## config.mk

```make
export PLATFORM = sky130hd
export DESIGN_NAME = sccb_write_arbiter_flat
export DESIGN_NICKNAME = d
export VERILOG_FILES = /design/src/rtl/sccb_write_arbiter_if.sv /design/src/rtl/sccb_write_arbiter.sv /design/src/flat_wrapper.sv
export SDC_FILE = /design/constraint.sdc
export NUM_CORES = 1
export LEC_CHECK = 0
export ABC_AREA = 1
export BUFFER_PORTS_ARGS = -buffer_cell sky130_fd_sc_hd__buf_2
export CAP_MARGIN = 10
export CELL_PAD_IN_SITES_DETAIL_PLACEMENT = 1
export CELL_PAD_IN_SITES_GLOBAL_PLACEMENT = 1
export CORE_MARGIN = 5
export CORE_UTILIZATION = 41
export DETAILED_ROUTE_END_ITERATION = 12
export GPL_ROUTABILITY_DRIVEN = 0
export PLACE_DENSITY_LB_ADDON = 0.1
export SLEW_MARGIN = 20
export SYNTH_ARGS = -nofsm -noshare
export SYNTH_HDL_FRONTEND = slang
export SYNTH_SLANG_ARGS = --single-unit
```

## constraint.sdc

```tcl
create_clock -name clk -period 2.9 [get_ports clk]
set_input_delay 0.29 -clock clk [delete_from_list [all_inputs] [get_ports clk]]
set_output_delay 0.29 -clock clk [all_outputs]
set_load 0.02 [all_outputs]
```

## src/rtl/sccb_write_arbiter_if.sv

```systemverilog
// Handshake bundle between two register-write requesters, the arbiter and the SCCB master.
// The slave modport is the arbiter's view; the master modport is the requester/SCCB side.
interface sccb_write_arbiter_if;
  localparam int unsigned BYTE_W = 8;

  logic              req0;
  logic [BYTE_W-1:0] addr0;
  logic [BYTE_W-1:0] data0;
  logic              ack0;
  logic              req1;
  logic [BYTE_W-1:0] addr1;
  logic [BYTE_W-1:0] data1;
  logic              ack1;
  logic              sccb_ready;
  logic              sccb_start;
  logic [BYTE_W-1:0] sccb_addr;
  logic [BYTE_W-1:0] sccb_data;
  logic              busy;
  logic              owner;

  modport slave (
    input  req0, addr0, data0, req1, addr1, data1, sccb_ready,
    output ack0, ack1, sccb_start, sccb_addr, sccb_data, busy, owner
  );

  modport master (
    output req0, addr0, data0, req1, addr1, data1, sccb_ready,
    input  ack0, ack1, sccb_start, sccb_addr, sccb_data, busy, owner
  );
endinterface

```

## src/rtl/sccb_write_arbiter.sv

```systemverilog
// Serialises register writes from two requesters onto one SCCB master, with a post-write gap
// and a long settle after an OV7670 soft reset. Define SCCB_ARB_RR_EN for round-robin arbitration.
module sccb_write_arbiter #(
  parameter int unsigned CLK_FREQ      = 27000000,
  parameter int unsigned SETTLE_CYCLES = CLK_FREQ / 1000,
  parameter int unsigned GAP_CYCLES    = 16
) (
  input  logic                 clk,
  input  logic                 rst_n,
  sccb_write_arbiter_if.slave  bus
);
  localparam int unsigned     BYTE_W          = 8;
  localparam logic [BYTE_W-1:0] SOFT_RESET_ADDR = 8'h12;
  localparam int unsigned     MAX_CYCLES      = (SETTLE_CYCLES > GAP_CYCLES) ? SETTLE_CYCLES : GAP_CYCLES;
  localparam int unsigned     CNT_W           = (MAX_CYCLES > 0) ? $clog2(MAX_CYCLES + 1) : 1;

  typedef enum logic [2:0] {
    IDLE,
    ISSUE,
    WAIT_ACCEPT,
    WAIT_DONE,
    SETTLE
  } state_t;

  typedef struct packed {
    logic [BYTE_W-1:0] addr;
    logic [BYTE_W-1:0] data;
  } wr_t;

  state_t           state_q, state_n;
  logic [CNT_W-1:0] cnt_q, cnt_n;
  wr_t              wr_q, wr_n;
  logic             owner_q, owner_n;
  logic             start_q, start_n;
  logic             ack0_q, ack0_n;
  logic             ack1_q, ack1_n;
  logic             busy_q, busy_n;
  logic             grant1;
  logic             soft_reset;
  logic [CNT_W-1:0] settle_load;
`ifdef SCCB_ARB_RR_EN
  logic             prio1_q, prio1_n;
`endif

  // Port 1 wins when it is the only requester, or when round-robin currently favours it.
`ifdef SCCB_ARB_RR_EN
  assign grant1 = bus.req1 & (~bus.req0 | prio1_q);
`else
  assign grant1 = bus.req1 & ~bus.req0;
`endif

  assign soft_reset  = (wr_q.addr == SOFT_RESET_ADDR) && wr_q.data[BYTE_W-1];
  assign settle_load = soft_reset ? CNT_W'(SETTLE_CYCLES) : CNT_W'(GAP_CYCLES);

  // Next-state and next-output logic.
  always_comb begin
    state_n = state_q;
    cnt_n   = cnt_q;
    wr_n    = wr_q;
    owner_n = owner_q;
    start_n = 1'b0;
    ack0_n  = 1'b0;
    ack1_n  = 1'b0;
`ifdef SCCB_ARB_RR_EN
    prio1_n = prio1_q;
`endif

    case (state_q)
      IDLE: begin
        if (bus.sccb_ready && (bus.req0 || bus.req1)) begin
          owner_n = grant1;
          wr_n    = grant1 ? {bus.addr1, bus.data1} : {bus.addr0, bus.data0};
          state_n = ISSUE;
`ifdef SCCB_ARB_RR_EN
          prio1_n = ~grant1;
`endif
        end
      end
      ISSUE: begin
        start_n = 1'b1;
        state_n = WAIT_ACCEPT;
      end
      WAIT_ACCEPT: begin
        if (!bus.sccb_ready) begin
          state_n = WAIT_DONE;
        end
      end
      WAIT_DONE: begin
        if (bus.sccb_ready) begin
          ack0_n  = ~owner_q;
          ack1_n  = owner_q;
          cnt_n   = settle_load;
          state_n = (settle_load == '0) ? IDLE : SETTLE;
        end
      end
      SETTLE: begin
        cnt_n = cnt_q - CNT_W'(1);
        if (cnt_q <= CNT_W'(1)) begin
          state_n = IDLE;
        end
      end
      default: begin
        state_n = IDLE;
      end
    endcase

    busy_n = (state_n != IDLE);
  end

  // State and registered outputs; reset abandons any in-flight transaction.
  always_ff @(posedge clk or negedge rst_n) begin
    if (!rst_n) begin
      state_q <= IDLE;
      cnt_q   <= '0;
      wr_q    <= '0;
      owner_q <= 1'b0;
      start_q <= 1'b0;
      ack0_q  <= 1'b0;
      ack1_q  <= 1'b0;
      busy_q  <= 1'b0;
`ifdef SCCB_ARB_RR_EN
      prio1_q <= 1'b0;
`endif
    end else begin
      state_q <= state_n;
      cnt_q   <= cnt_n;
      wr_q    <= wr_n;
      owner_q <= owner_n;
      start_q <= start_n;
      ack0_q  <= ack0_n;
      ack1_q  <= ack1_n;
      busy_q  <= busy_n;
`ifdef SCCB_ARB_RR_EN
      prio1_q <= prio1_n;
`endif
    end
  end

  assign bus.sccb_start = start_q;
  assign bus.sccb_addr  = wr_q.addr;
  assign bus.sccb_data  = wr_q.data;
  assign bus.ack0       = ack0_q;
  assign bus.ack1       = ack1_q;
  assign bus.busy       = busy_q;
  assign bus.owner      = owner_q;
endmodule
```

## src/flat_wrapper.sv

```systemverilog
// flat-port wrapper written by rule: the top's interface ports become plain ports
module sccb_write_arbiter_flat 
#(
  parameter int unsigned CLK_FREQ      = 27000000,
  parameter int unsigned SETTLE_CYCLES = CLK_FREQ / 1000,
  parameter int unsigned GAP_CYCLES    = 16
)
  (clk, rst_n, bus_req0, bus_addr0, bus_data0, bus_req1, bus_addr1, bus_data1, bus_sccb_ready, bus_ack0, bus_ack1, bus_sccb_start, bus_sccb_addr, bus_sccb_data, bus_busy, bus_owner);
  sccb_write_arbiter_if bus_i ();
  input  logic clk;
  input  logic rst_n;
  input wire logic [$bits(bus_i.req0)-1:0] bus_req0;
  input wire logic [$bits(bus_i.addr0)-1:0] bus_addr0;
  input wire logic [$bits(bus_i.data0)-1:0] bus_data0;
  input wire logic [$bits(bus_i.req1)-1:0] bus_req1;
  input wire logic [$bits(bus_i.addr1)-1:0] bus_addr1;
  input wire logic [$bits(bus_i.data1)-1:0] bus_data1;
  input wire logic [$bits(bus_i.sccb_ready)-1:0] bus_sccb_ready;
  output wire logic [$bits(bus_i.ack0)-1:0] bus_ack0;
  output wire logic [$bits(bus_i.ack1)-1:0] bus_ack1;
  output wire logic [$bits(bus_i.sccb_start)-1:0] bus_sccb_start;
  output wire logic [$bits(bus_i.sccb_addr)-1:0] bus_sccb_addr;
  output wire logic [$bits(bus_i.sccb_data)-1:0] bus_sccb_data;
  output wire logic [$bits(bus_i.busy)-1:0] bus_busy;
  output wire logic [$bits(bus_i.owner)-1:0] bus_owner;
  assign bus_i.req0 = bus_req0;
  assign bus_i.addr0 = bus_addr0;
  assign bus_i.data0 = bus_data0;
  assign bus_i.req1 = bus_req1;
  assign bus_i.addr1 = bus_addr1;
  assign bus_i.data1 = bus_data1;
  assign bus_i.sccb_ready = bus_sccb_ready;
  assign bus_ack0 = bus_i.ack0;
  assign bus_ack1 = bus_i.ack1;
  assign bus_sccb_start = bus_i.sccb_start;
  assign bus_sccb_addr = bus_i.sccb_addr;
  assign bus_sccb_data = bus_i.sccb_data;
  assign bus_busy = bus_i.busy;
  assign bus_owner = bus_i.owner;
  sccb_write_arbiter #(.CLK_FREQ(CLK_FREQ), .SETTLE_CYCLES(SETTLE_CYCLES), .GAP_CYCLES(GAP_CYCLES)) u_core (.clk(clk), .rst_n(rst_n), .bus(bus_i));
endmodule
```

==> results.md, run 1 <==
- Run status: finished, final reports clean
- Maximum number of pins on one net before global-route repair: 40
- Worst rel slew slack: 40.24%
- Detailed Routing Iterations Pass 1: 4
- Remaining antenna violation count: 0
- Count of state elements after synthesis: 39
- Final layout net count: 352
- Signal arrival time at the worst endpoint: 1.99 ns
- Unique cell type count in the Yosys netlist: 30
- Sequence of cells on the critical path: nor2_2, nand3_2, o31ai_1
- Ratio of total power to cell area: 718.9 nW/um^2
- TritonCTS buffer count: 5
- Vias in the first global route: 2,169
- Critical path capture point: u_core.bus.sccb_addr[0]$_DFFE_PN0P_
- Internal Dissipation: 0.001103 W
- Congestion Overflow GR: 0
- Synthesized netlist cell count: 257
- Post-route clock skew: 0.005878 ns
- Instance count on the critical path: 3
- Met3 routed WL: 282 um
- Number of buffers between clock root and the deepest sink: 2
- Leakage power total: 1.258 nW
- Total routed wire length on the met1 layer: 2.445 mm
- I/O pin cnt: 58
- Final cycle utilization of the critical path: 62.55%
- Max Clk Rate: 551.3 MHz
- Worst Setup Slack, final: 1.086 ns
- CTS tree: built
- Total setup buffers inserted after CTS: 0
- Remaining design rule violation count: 0
- Synthesized area: 2113 um^2
- Post-synthesis sequential area ratio: 46.18%
- WL met2: 2.846 mm
- Shortest period the worst path allows: 1.814 ns
- Number of vias after detailed routing: 1,951
- Logic gate share of total power: 33.8%
- Setup slack at placement: 0.9565 ns
- Switch Pwr: 0.0006989 W
- Share of layout cells above drive strength 1: 28.03%
- # setup viols final: 0
- CP Max Fanout: 35
- Clock latency on the worst-skew pair: 0.29 ns
- Die Y: 81.80 um
- Buf/Inv on CP: 0
- Number of warnings issued by yosys: 0
- IR drop worst, VDD: 0.3380 mV
- Class of the tightest hold or removal check: in2async
- CP Data Required Time: 3.08 ns
- Slew Viols, Final: 0
- Slack of the worst reg-to-reg path: 1.09 ns
- Gr usage total: 19.27%
- Beginning of the critical path: u_core.state_q[1]$_DFF_PN0_
- Critical Path Slowest Stage Cell: nand3_2
- Slowest cell delay on critical path: 0.61 ns
- Clock sinks: 39
- Area of the core region: 5042 um^2
- RSZ-0062 raised after global routing: no
- Root buf cell: clkbuf_8
- Horiz. Die Dim: 81.80 um
- Synthesized Nets: 296
- Kind of cell adding the most delay to the critical path: simple AND/OR/NAND/NOR gates
- Mean post-synth cell area: 8.223 um^2
- Initial antenna violation count: 0
- Detailed Route Iter0 Violations: 81
- Std cell rows: 26
- Worst Setup Path Type: reg2reg
- Depth of the worst register-to-register path: 3
- Clock share of power: 19.7%
- Clock-pin slew on the worst setup and hold paths: 0.08 ns
- Sequential Power Share: 46.5%
- H-tree depth: 2
- Fin Setup TNS: 0 ns
- Sw Ratio: 38.79%
- Capturing point of the worst reg2reg path: u_core.bus.sccb_addr[0]$_DFFE_PN0P_
- Top sig layer: met4
- Detail-routed via count per cell: 5.081
- Least-Margin Pin Slew: 0.8964 ns
- Final WL: 5.660 mm
- Global-route wire length before repair: 9.984 mm
- Effective utilization at floorplan: 41.91%
- Launching element type of the critical path: flop
- Placed wire-length estimate after detailed placement: 4.222 mm
- Most common library cell in the layout ignoring fill and taps: buf_2
- Hold bufs inserted after CTS: 0
- Commonest cells after routing, fill and taps aside: buf_2 (57), nand2_1 (53), nor2_1 (46), dfrtp_1 (39), inv_1 (22)
- Number of violations of the max-capacitance limit: 0
- Count of input and output buffers: 57
- Die ar.: 6690 um^2
- Hold Violations, Final: 0
- Post-cts sizing count: 0
- Average detailed-routed wire length per instance: 14.74 um
- Area growth from synthesis to final layout: 18.59%
- Endpoint kind of the worst setup timing path: flop
- Startpoint of the lowest-slack register-to-register path: u_core.state_q[1]$_DFF_PN0_
- Antenna diodes: 0
## kinds of logic after synthesis
kind of cell / count (synthesis) / synth area share (%)
fa+ha+maj: 2 / 1.184
simple gates: 125 / 25.28
compound gates: 55 / 18.30
flops: 39 / 46.18
buf+inv: 33 / 7.815
xor+xnor: 3 / 1.244
## how the worst min path moves through the flow
| stage | from | end | slack (ns) |
|---|---|---|---|
| after global placement | rst_n | u_core.bus.sccb_addr[1]$_DFFE_PN0P_ | 0.46 |
| after floorplan | rst_n | u_core.bus.ack0$_DFF_PN0_ | -0.006 |
| after detailed placement | rst_n | u_core.bus.sccb_addr[1]$_DFFE_PN0P_ | 0.46 |
| final | rst_n | u_core.bus.sccb_addr[1]$_DFFE_PN0P_ | 0.12 |
| after global routing | rst_n | u_core.bus.sccb_addr[1]$_DFFE_PN0P_ | 0.20 |
| after CTS | rst_n | u_core.bus.sccb_addr[1]$_DFFE_PN0P_ | 0.15 |
## layout make-up
class / count / area, um^2
clock buffer: 5 / 68.82
clock inverter: 3 / 15.01
fill: 632 / 2536
inverter: 25 / 101.3
multi-input combinational: 185 / 972.2
sequential: 39 / 975.9
tap: 70 / 87.58
timing repair buffer: 57 / 285.3
## power by group through the flow
stage | clock network [W] | registers, W | logic (W)
after global routing | 0.000394 | 0.000867 | 0.000700
after detailed placement | 0 | 0.000851 | 0.000614
after global placement | 0 | 0.000850 | 0.000587
after floorplan | 0 | 0.000883 | 0.000371
final | 0.000355 | 0.000838 | 0.000609
after CTS | 0.000367 | 0.000841 | 0.000619
## sequential cells by signal (all words and copies together), names as in the netlist
signal	cells
u_core.bus.ack0	1
u_core.bus.ack1	1
u_core.bus.busy	1
u_core.bus.owner	1
u_core.bus.sccb_addr	8
u_core.bus.sccb_data	8
u_core.bus.sccb_start	1
u_core.cnt_q	15
u_core.state_q	3
## metal layers
| layer | vias to the layer above | track usage, % |
|---|---|---|
| met5 | - | 0 |
| met4 | 0 | 6.146 |
| met3 | 8 | 4.715 |
| met2 | 46 | 33.93 |
| met1 | 944 | 22.96 |
| li1 | 953 | - |
## cells in the mapped netlist (all sizes together)
| cell | count | area, um^2 |
|---|---|---|
| dfrtp | 39 | 975.9 |
| o31ai | 17 | 187.7 |
| nand4 | 3 | 18.77 |
| xor2 | 2 | 17.52 |
| o22ai | 2 | 12.51 |
| nand2 | 55 | 211.5 |
| and2 | 1 | 6.260 |
| nor3 | 2 | 21.27 |
| o211ai | 1 | 7.510 |
| a21oi | 18 | 90.09 |
| nor2 | 49 | 196.4 |
| buf | 7 | 60.05 |
| xnor2 | 1 | 8.760 |
| nand3 | 15 | 80.08 |
| o21ai | 17 | 88.84 |
| clkbuf | 1 | 3.750 |
| inv | 25 | 101.4 |
| ha | 2 | 25.02 |
## through the flow
step | hold WS (ns) | cells | instance area (um^2) | utilization [%] | total power, W
CTS | 0.1458 | 384 | 2506 | 49.70 | 0.001827
detailed placement | 0.4614 | 376 | 2422 | 48.04 | 0.001465
floorplan | -0.005591 | 257 | 2113 | - | 0.001254
finish | 0.1197 | 384 | 2506 | 49.70 | 0.001802
global placement | 0.4645 | 376 | 2422 | 48.04 | 0.001436
global route | 0.2015 | 384 | 2506 | 49.70 | 0.001961
Power figures use the tool's default switching activity.
==> run 2: changes to the inputs <==
Settings changed: CORE_UTILIZATION 41 to 34.
Clock period 2.9 ns to 1.5 ns, I/O delays scaled along.
==> run 2 against run 1 <==
Net effect:
- flip-flop and latch count unchanged
- utilization fell by 4.7 points
- clock-buffer cell count grew 1
- critical endpoint is now u_core.cnt_q[7]$_DFFE_PN0P_
- design area up 7.6%
- largest cell class is now multi-input combinational cells
- highest routed layer unchanged
==> results.md, run 2 (synthesis gave the netlist of run 1 again) <==
- IR drop worst, VDD: 0.5867 mV (+74%)
- TritonCTS buffer count: 5 (unchanged)
- Startpoint of the lowest-slack register-to-register path: u_core.state_q[1]$_DFF_PN0_
- Critical path capture point: u_core.cnt_q[7]$_DFFE_PN0P_
- Most flop-heavy register: u_core.cnt_q
- Flip-flop count of the largest register after layout: 15 (unchanged)
- Slack of the worst reg-to-reg path: 0.07 ns (-1.01 ns)
- Class of the tightest hold or removal check: in2reg
- Number of vias after detailed routing: 1,967 (+0.82%)
- Congestion Overflow GR: 0 (unchanged)
- Antenna diodes: 0 (unchanged)
- Share of layout cells above drive strength 1: 34.37% (+6.3 points)
- Global-route wire length before repair: 10.34 mm (+3.6%)
- Detail-routed via count per cell: 4.942 (-2.7%)
- Clock sinks: 39 (unchanged)
- Root buf cell: clkbuf_8
- Vias in the first global route: 2,083 (-4.0%)
- Area growth from synthesis to final layout: 27.65%
- Clock latency on the worst-skew pair: 0.30 ns (about the same)
- Least-Margin Pin Slew: 0.3443 ns (-0.5522 ns)
- Shortest period the worst path allows: 1.427 ns (-0.3866 ns)
- Horiz. Die Dim: 88.84 um (+8.6%)
- Gr usage total: 17.10% (-2.2 points)
- Initial antenna violation count: 0 (unchanged)
- Average detailed-routed wire length per instance: 15.20 um (+3.1%)
- Post-route clock skew: 0.01734 ns (+0.01146 ns)
- Slew Viols, Final: 0 (unchanged)
- Final layout net count: 361 (+2.6%)
- Fin Setup TNS: 0 ns (unchanged)
- Worst Setup Path Type: reg2reg
- H-tree depth: 2 (unchanged)
- Effective utilization at floorplan: 35.28% (-6.6 points)
- Launching element type of the critical path: flop
- Placed wire-length estimate after detailed placement: 4.634 mm (+9.7%)
- Remaining antenna violation count: 0 (unchanged)
- Ratio of total power to cell area: 1441 nW/um^2 (+100%)
- Detailed Route Iter0 Violations: 55 (-32%)
- Area of the core region: 5991 um^2 (+19%)
- Die Y: 88.84 um (+8.6%)
- Beginning of the critical path: u_core.state_q[1]$_DFF_PN0_
- Detailed Routing Iterations Pass 1: 4 (unchanged)
- Most common library cell in the layout ignoring fill and taps: buf_2
- Run status: finished, final reports clean
- Standard cell area after detailed placement: 2499 um^2 (+3.2%)
- Std cell rows: 28 (+7.7%)
- Die ar.: 7893 um^2 (+18%)
- Number of violations of the max-capacitance limit: 0 (unchanged)
- Clock-pin slew on the worst setup and hold paths: 0.09 ns (about the same)
- Capturing point of the worst reg2reg path: u_core.cnt_q[7]$_DFFE_PN0P_
- Count of input and output buffers: 57 (unchanged)
- Depth of the worst register-to-register path: 5 (+2)
- Endpoint kind of the worst setup timing path: flop
- Remaining design rule violation count: 0 (unchanged)
- Design Area, Final: 2698 um^2 (+7.6%)
- Worst rel slew slack: 76.97% (+37 points)
- Maximum number of pins on one net before global-route repair: 40 (unchanged)
- Signal arrival time at the worst endpoint: 1.59 ns (-0.40 ns)
- CP Data Required Time: 1.66 ns (-1.42 ns)
- Number of buffers between clock root and the deepest sink: 2 (unchanged)
- Max Clk Rate: 700.6 MHz (+27%)
- CTS tree: built
- # setup viols final: 0 (unchanged)
- Final cycle utilization of the critical path: 95.16% (+33 points)
- CP Max Fanout: 6 (-83%)
- I/O pin cnt: 58 (unchanged)
- Hold Violations, Final: 0 (unchanged)
- Leakage power total: 1.325 nW (+5.3%)
- Final WL: 6.050 mm (+6.9%)
- Commonest cells after routing, fill and taps aside: buf_2 (57), nand2_1 (51), nor2_1 (39), dfrtp_1 (36), inv_1 (20)
-- run 2: cell count changes in the layout (fill, tap and decap cells not counted), moves of 3 or more --
cell,delta
nor2_1,-7
dfrtp_2,+3
nor2_2,+5
buf_4,+6
dfrtp_1,-3
-- run 2: how the worst min path moves through the flow --
| stage | start | to | slack, ns | depth (start not counted) |
|---|---|---|---|---|
| after floorplan | rst_n | u_core.bus.ack0$_DFF_PN0_ | -0.15 | 0 |
| after global placement | rst_n | u_core.bus.ack0$_DFF_PN0_ | 0.14 | 2 |
| after detailed placement | rst_n | u_core.bus.sccb_start$_DFF_PN0_ | 0.14 | 2 |
| after CTS | bus_sccb_ready | u_core.state_q[0]$_DFF_PN0_ | 0.05 | 2 |
| after global routing | bus_sccb_ready | u_core.state_q[0]$_DFF_PN0_ | 0.07 | 2 |
| final | bus_sccb_ready | u_core.state_q[0]$_DFF_PN0_ | 0.06 | 2 |
-- run 2: power by group --
group	total, W	switching, W	internal, W
clock	0.000919	0.000380	0.000539
sequential	0.00166	0.000308	0.00136
combinational	0.00130	0.000784	0.000520
-- run 2: worst max-delay path, stage by stage, from the launching register on --
cell,delay [ns]
dfrtp_1,0.44
nand2_2,0.11
nor3_4,0.34
inv_1,0.20
nand3_1,0.12
o21ai_0,0.08
-- run 2: area by class of cell --
| type | instances | area [um^2] |
|---|---|---|
| clock buffers | 6 | 82.58 |
| clock inverters | 2 | 35.03 |
| fillers | 744 | 3293 |
| inverters | 25 | 103.9 |
| multi-input cells | 185 | 1022 |
| flip-flops and latches | 39 | 979.7 |
| well taps | 75 | 93.84 |
| repair buffers | 66 | 380.4 |
-- run 2: timing repair --
action / CTS / global route
gates resized for setup: 0 / 21
buffers inserted: 0 / 2
hold buffers: 1 / 0
endpoints found under the setup margin: 0 / 9
endpoints found under the hold margin: 39 / 0
-- run 2: metal layers --
metal  wire length, um  track usage, %  vias to the layer above
li1                  -               -                      977
met1              2811           22.20                      933
met2              2809           27.60                       50
met3               332           4.283                        7
met4                96           6.044                        0
met5                 0               0                        -
-- run 2: through the flow --
| step | hold slack, ns | util [%] | setup WS (ns) | instances | power (W) |
|---|---|---|---|---|---|
| finish | 0.06259 | 45.03 | 0.07265 | 398 | 0.003886 |
| detailed placement | 0.1372 | 41.71 | 0.05897 | 387 | 0.002903 |
| global route | 0.07018 | 45.03 | -0.02502 | 398 | 0.004183 |
| global placement | 0.1374 | 41.71 | 0.07020 | 387 | 0.002851 |
| CTS | 0.05122 | 43.84 | 0.03916 | 396 | 0.003847 |
| floorplan | -0.1456 | - | 0.2153 | 257 | 0.002424 |
